===== src/rtl/round_pack.sv =====
// Rounding/packing stage of the shared FP32 / dual-FP16 adder: exponent fix-up,
// round-to-nearest-even, overflow/underflow/special handling, 2-stage valid/ready pipe.
package round_pack_pkg;
  typedef enum logic {FMT_FP32 = 1'b0, FMT_FP16X2 = 1'b1} fp_fmt_e;
  typedef enum logic [1:0] {K_NORM, K_ZERO, K_INF, K_NAN} lane_kind_e;
  typedef struct packed {
    logic [31:0] bits;
    logic [2:0]  flags;
  } lane_res_t;
endpackage

module round_pack
  import round_pack_pkg::*;
#(
  parameter int EXP_W = 10
) (
  input  logic             clk,
  input  logic             rst_n,
  input  logic             in_valid,
  output logic             in_ready,
  input  fp_fmt_e          in_fmt,
  input  logic [27:0]      in_frac,
  input  logic [4:0]       in_count_h,
  input  logic [4:0]       in_count_l,
  input  logic [EXP_W-1:0] in_exp_h,
  input  logic [EXP_W-1:0] in_exp_l,
  input  logic             in_sign_h,
  input  logic             in_sign_l,
  input  logic             in_nan_h,
  input  logic             in_nan_l,
  input  logic             in_inf_h,
  input  logic             in_inf_l,
  output logic             out_valid,
  input  logic             out_ready,
  output logic [31:0]      out_result,
  output logic [5:0]       out_flags
);

  // Two guard bits keep exp+1-count and the rounding carry free of wrap-around.
  localparam int E2 = EXP_W + 2;
  localparam logic signed [E2-1:0] E_ONE  = 1;
  localparam logic signed [E2-1:0] E_MAX  = 255;
  localparam logic signed [E2-1:0] E_ZERO = 0;

  typedef struct packed {
    logic                 sign;
    logic signed [E2-1:0] e;
    logic [22:0]          mant;
    logic                 inc;
    logic                 nx;
    lane_kind_e           kind;
  } lane_t;

  // FP16 lanes keep their 7-bit mantissa left-aligned in the 23-bit field.
  function automatic lane_t mk_lane(input logic sign, input logic nan, input logic inf,
                                    input logic lead, input logic [22:0] mant,
                                    input logic lsb, input logic guard, input logic sticky,
                                    input logic [EXP_W-1:0] exp_in, input logic [4:0] cnt);
    lane_t                ln;
    logic signed [E2-1:0] ex;
    logic signed [E2-1:0] cx;
    ex      = {{2{exp_in[EXP_W-1]}}, exp_in};
    cx      = {{(E2-5){1'b0}}, cnt};
    ln.sign = sign;
    ln.e    = ex + E_ONE - cx;
    ln.mant = mant;
    ln.inc  = guard & (sticky | lsb);
    ln.nx   = guard | sticky;
    if (nan)       ln.kind = K_NAN;
    else if (inf)  ln.kind = K_INF;
    else if (!lead) ln.kind = K_ZERO;
    else           ln.kind = K_NORM;
    return ln;
  endfunction

  function automatic lane_res_t round_lane(input lane_t ln, input logic fp16);
    lane_res_t            r;
    logic [23:0]          sum;
    logic                 carry;
    logic signed [E2-1:0] er;
    sum   = {1'b0, ln.mant} + (ln.inc ? (fp16 ? 24'h010000 : 24'h000001) : 24'h000000);
    carry = sum[23];
    er    = ln.e + {{(E2-1){1'b0}}, carry};
    r     = '0;
    case (ln.kind)
      K_NAN:  r.bits = 32'h7FC00000;
      K_INF:  r.bits = {ln.sign, 8'hFF, 23'h0};
      K_ZERO: r.bits = 32'h0;
      default: begin
        if (er >= E_MAX) begin
          r.bits  = {ln.sign, 8'hFF, 23'h0};
          r.flags = 3'b101;
        end else if (er <= E_ZERO) begin
          r.bits  = {ln.sign, 31'h0};
          r.flags = 3'b011;
        end else begin
          r.bits  = {ln.sign, er[7:0], carry ? 23'h0 : sum[22:0]};
          r.flags = {2'b00, ln.nx};
        end
      end
    endcase
    return r;
  endfunction

  logic      fp16_in;
  lane_t     d_h, d_l;
  logic      s1_v, s2_v, s1_load, s2_load;
  fp_fmt_e   s1_fmt;
  lane_t     s1_h, s1_l;
  lane_res_t res_h, res_l;
  logic      s1_fp16;
  logic [31:0] pack_result;
  logic [5:0]  pack_flags;
  logic      unused_bits;

  assign fp16_in = (in_fmt == FMT_FP16X2);

  assign d_h = mk_lane(in_sign_h, in_nan_h, in_inf_h, in_frac[27],
                       fp16_in ? {in_frac[26:20], 16'h0} : in_frac[26:4],
                       fp16_in ? in_frac[20] : in_frac[4],
                       fp16_in ? in_frac[19] : in_frac[3],
                       fp16_in ? |in_frac[18:14] : |in_frac[2:0],
                       in_exp_h, in_count_h);

  assign d_l = mk_lane(in_sign_l, in_nan_l, in_inf_l, in_frac[11],
                       {in_frac[10:4], 16'h0}, in_frac[4], in_frac[3], |in_frac[2:0],
                       in_exp_l, in_count_l);

  assign s1_fp16 = (s1_fmt == FMT_FP16X2);
  assign res_h   = round_lane(s1_h, s1_fp16);
  assign res_l   = round_lane(s1_l, 1'b1);

  assign pack_result = s1_fp16 ? {res_h.bits[31:16], res_l.bits[31:16]} : res_h.bits;
  assign pack_flags  = s1_fp16 ? {res_h.flags, res_l.flags} : {res_h.flags, 3'b000};

  assign unused_bits = ^{in_frac[13:12], res_l.bits[15:0]};

  assign in_ready  = ~s1_v | ~s2_v | out_ready;
  assign s1_load   = in_valid & in_ready;
  assign s2_load   = s1_v & (~s2_v | out_ready);
  assign out_valid = s2_v;

  always_ff @(posedge clk or negedge rst_n) begin
    if (!rst_n) begin
      s1_v       <= 1'b0;
      s2_v       <= 1'b0;
      s1_fmt     <= FMT_FP32;
      s1_h       <= '0;
      s1_l       <= '0;
      out_result <= '0;
      out_flags  <= '0;
    end else begin
      s1_v <= s1_load | (s1_v & ~s2_load);
      s2_v <= s2_load | (s2_v & ~out_ready);
      if (s1_load) begin
        s1_fmt <= in_fmt;
        s1_h   <= d_h;
        s1_l   <= d_l;
      end
      if (s2_load) begin
        out_result <= pack_result;
        out_flags  <= pack_flags;
      end
    end
  end

endmodule

===== config.mk =====
export PLATFORM = sky130hd
export DESIGN_NAME = round_pack
export DESIGN_NICKNAME = d
export VERILOG_FILES = /design/src/rtl/round_pack.sv
export SDC_FILE = /design/constraint.sdc
export NUM_CORES = 1
export LEC_CHECK = 0
export CORE_UTILIZATION = 25
export DETAILED_ROUTE_END_ITERATION = 12
export GPL_ROUTABILITY_DRIVEN = 1
export PLACE_DENSITY = 0.44
export RECOVER_POWER = 100
export SYNTH_ARGS = -nofsm -noshare
export SYNTH_HDL_FRONTEND = slang
export SYNTH_SLANG_ARGS = --single-unit

===== constraint.sdc =====
create_clock -name clk -period 4.4 [get_ports clk]
set_input_delay 0.88 -clock clk [delete_from_list [all_inputs] [get_ports clk]]
set_output_delay 0.88 -clock clk [all_outputs]
set_load 0.05 [all_outputs]

==> results.sh <==
export IMPL_drive_gt1_frac=0.07478
export IMPL_synth_top_cell_area_share=0.4067
export IMPL_synth_edff_count=0
export IMPL_grt_pass1_vias=5328
export IMPL_skew_ps=9.787
export IMPL_drc=0
export IMPL_fin_crit_ps=4010
export IMPL_vias=5224
export IMPL_synth_area_leaders="dfrtp_1 41%, ha_1 7.2%, o21ai_0 4.7%, nand2_1 4.7%, mux2_2 4.4%"
export IMPL_wirelength_um=17470
export IMPL_arrival_ps=4250
export IMPL_cts_tree="yes"
export IMPL_min_delay_start="out_result[31]"
export IMPL_p_leak_nw=3.455
export IMPL_layout_nets=894
export IMPL_worstSetupPathType="reg2reg"
export IMPL_antenna_found_initial=0
export IMPL_status="finished, violations left"
export IMPL_max_slew_margin_rel=-1.153
export IMPL_fp_row_count=58
export IMPL_die_w_um=162.8
export IMPL_fin_area_um2=8118
export IMPL_finalCritPeriodShare=0.9113
export IMPL_cp_end_kind="flip-flop"
export IMPL_diodes=0
export IMPL_viasPerCell=4.668
export IMPL_rr_startpoint="s1_fmt"
export IMPL_avgRoutedWirePerCell_um=15.61
export IMPL_syn_num_nets=792
export IMPL_grt_remaining_overflow=0
export IMPL_syn_area_per_cell_um2=9.446
export IMPL_gp_congestion=0.7584
export IMPL_synthCells=684
export IMPL_setup_viol=0
export IMPL_cts_max_level=3
export IMPL_syn2layout_area_growth_pct=25.64
export IMPL_area_sequential_um2=2628
export IMPL_critPathLaunch="s1_fmt"
export IMPL_grt_max_degree=88
export IMPL_clock_sinks=105
export IMPL_rsz0062_at_grt="no"
export IMPL_clk_pin_slew_worst_paths_ps=70
export IMPL_syn_cell_area_um2=6461
export IMPL_fmax_ghz=0.2494
export IMPL_slew_viol_final=147
export IMPL_async_flop_share=1.000
export IMPL_cts_resized=0
export IMPL_die_y_um=162.8
export IMPL_dieArea_um2=26490
export IMPL_cp_max_fo=9
export IMPL_ys_ff_latch=105
export IMPL_ys_top_cells_by_count="105 x dfrtp_1, 81 x nand2_1, 61 x o21ai_0"
export IMPL_synth_ff_type="dfrtp_1"
export IMPL_grt_usage=0.1399
export IMPL_dr_pass1_iters=4
export IMPL_hpwl_um=13070
export IMPL_yosysTopAreaCell="dfrtp_1"
export IMPL_drtIter0Drc=188
export IMPL_yosys_cell_types_count=68
export IMPL_holdCritPathClass="reg2reg"
export IMPL_postRouteAntennaNets=0
export IMPL_root_buffer="clkbuf_16"
export IMPL_violations="capacitance limit, slew limit"
export IMPL_power_density_nw_per_um2=391.8
export IMPL_cp_required_ps=4640
export IMPL_clkLatencyLatePin_ps=370
export IMPL_nFillCells=2680
export IMPL_ioPinCount=109
export IMPL_clockBufferDepth=2
export IMPL_vdd_drop_max_mv=0.1874
export IMPL_seq_area_frac_synth=0.4067
export IMPL_cts_buffers=9
export IMPL_grt_first_pass_wirelength_um=28780
export IMPL_tns_ps=0
export IMPL_yosys_warnings=0
export IMPL_finalHoldViolCount=0
export IMPL_start_kind="flip-flop"
export IMPL_multiInputGateArea_um2=3522
export IMPL_core_area_um2=25250
export IMPL_worst_pin_slew_ps=3229
export IMPL_place_area_um2=7890
export IMPL_port_buffers=108
export IMPL_holdBufCountCts=0
export IMPL_drv_cap=2
export IMPL_synthMostInstantiatedCell="dfrtp_1"
export IMPL_initial_core_util=0.2558
## report_power, final
part	switching, W	total [W]	internal, W
Sequential	0.000201	0.00133	0.00113
Clock	0.000366	0.000816	0.000450
Combinational	0.000621	0.00103	0.000412
## final timing paths
path,endpoint,slack (ps),cells after the start
worst max-delay path,out_result[14],390,16
worst min-delay path,out_result[31],460,2
worst max register to register,out_result[14],390,16
worst min register to register,out_result[31],460,2
max in group asynchronous,s1_h[16],840,2
min in group asynchronous,s1_h[32],1590,1
## through the flow
stage                 util  worst slack, ps  cells  hold slack [ps]  power (W)
global route        0.3214            47.93   1119            505.1   0.003384
CTS                 0.3237            414.6   1118            471.5   0.003283
finish              0.3214            390.1   1119            457.0   0.003180
global placement    0.3124            550.2   1104            455.4   0.002444
detailed placement  0.3124            461.2   1104            456.0   0.002440
floorplan                -            531.9    684            442.1   0.002036
## kinds of logic after synthesis
group                      share of synthesized area
xor gates and xnor gates                     0.06778
muxes                                        0.04667
adders and majority gates                    0.07785
buffers and inverters                        0.04221
AOI/OAI and AO/OA                             0.1662
DFF                                           0.4067
and+or+nand+nor                               0.1927
## cells in the final DEF, fill, tap and decap left out, drive strengths merged, types with 5 or more instances in the layout
master	synthesis	routed
a221oi	7	7
a22o	7	7
o21ai	68	68
o41ai	11	11
nand2b	25	25
a21o	7	7
inv	36	36
buf	12	5
nor2	44	44
xor2	27	27
ha	37	37
clkbuf	15	17
mux2	25	25
nand2	82	82
nand4	14	14
nor2b	6	6
and4	7	7
clkdlybuf4s50	0	63
dlygate4sd3	0	44
xnor2	23	23
nor3	11	11
dfrtp	105	105
and3	10	10
a21oi	16	16
o21a	6	6
nand3	23	23
## worst max-delay path, stage by stage, from the launching register on
cell and delay [ps]:
dfrtp_1 380, nor2b_1 130, ha_1 210, and4_1 290
nand4_1 180, nor2_1 180, o211ai_1 120, inv_1 100
ha_1 170, ha_1 330, nand4_1 150, nor2_1 150
mux2_1 340, o21a_1 210, a21o_1 280, clkbuf_1 250
o41ai_1 400
## layout make-up
cell class / count / share of cell area
clock buffers: 11 / 0.02990
clock inverters: 3 / 0.005240
inverters: 36 / 0.01665
multi-input cells: 516 / 0.4339
flip-flops and latches: 105 / 0.3237
well taps: 330 / 0.05086
repair buffers: 118 / 0.1398
## layer usage
metal	global-route usage	wire (µm)
met5	0	0
met2	0.2244	8014
met3	0.02470	754
met1	0.1916	8572
met4	0.03951	129
## flip-flops by register name, indices dropped and copies added (netlist names)
name	cells
s1_l	24
s1_fmt	1
s1_h	40
out_flags	6
out_valid	1
s1_v	1
out_result	32
## timing repair
action | CTS | global route
setup buffers | 0 | 1
endpoints found under the hold margin | 0 | 0
endpoints found under the setup margin | 0 | 4
Power figures use the tool's default switching activity.
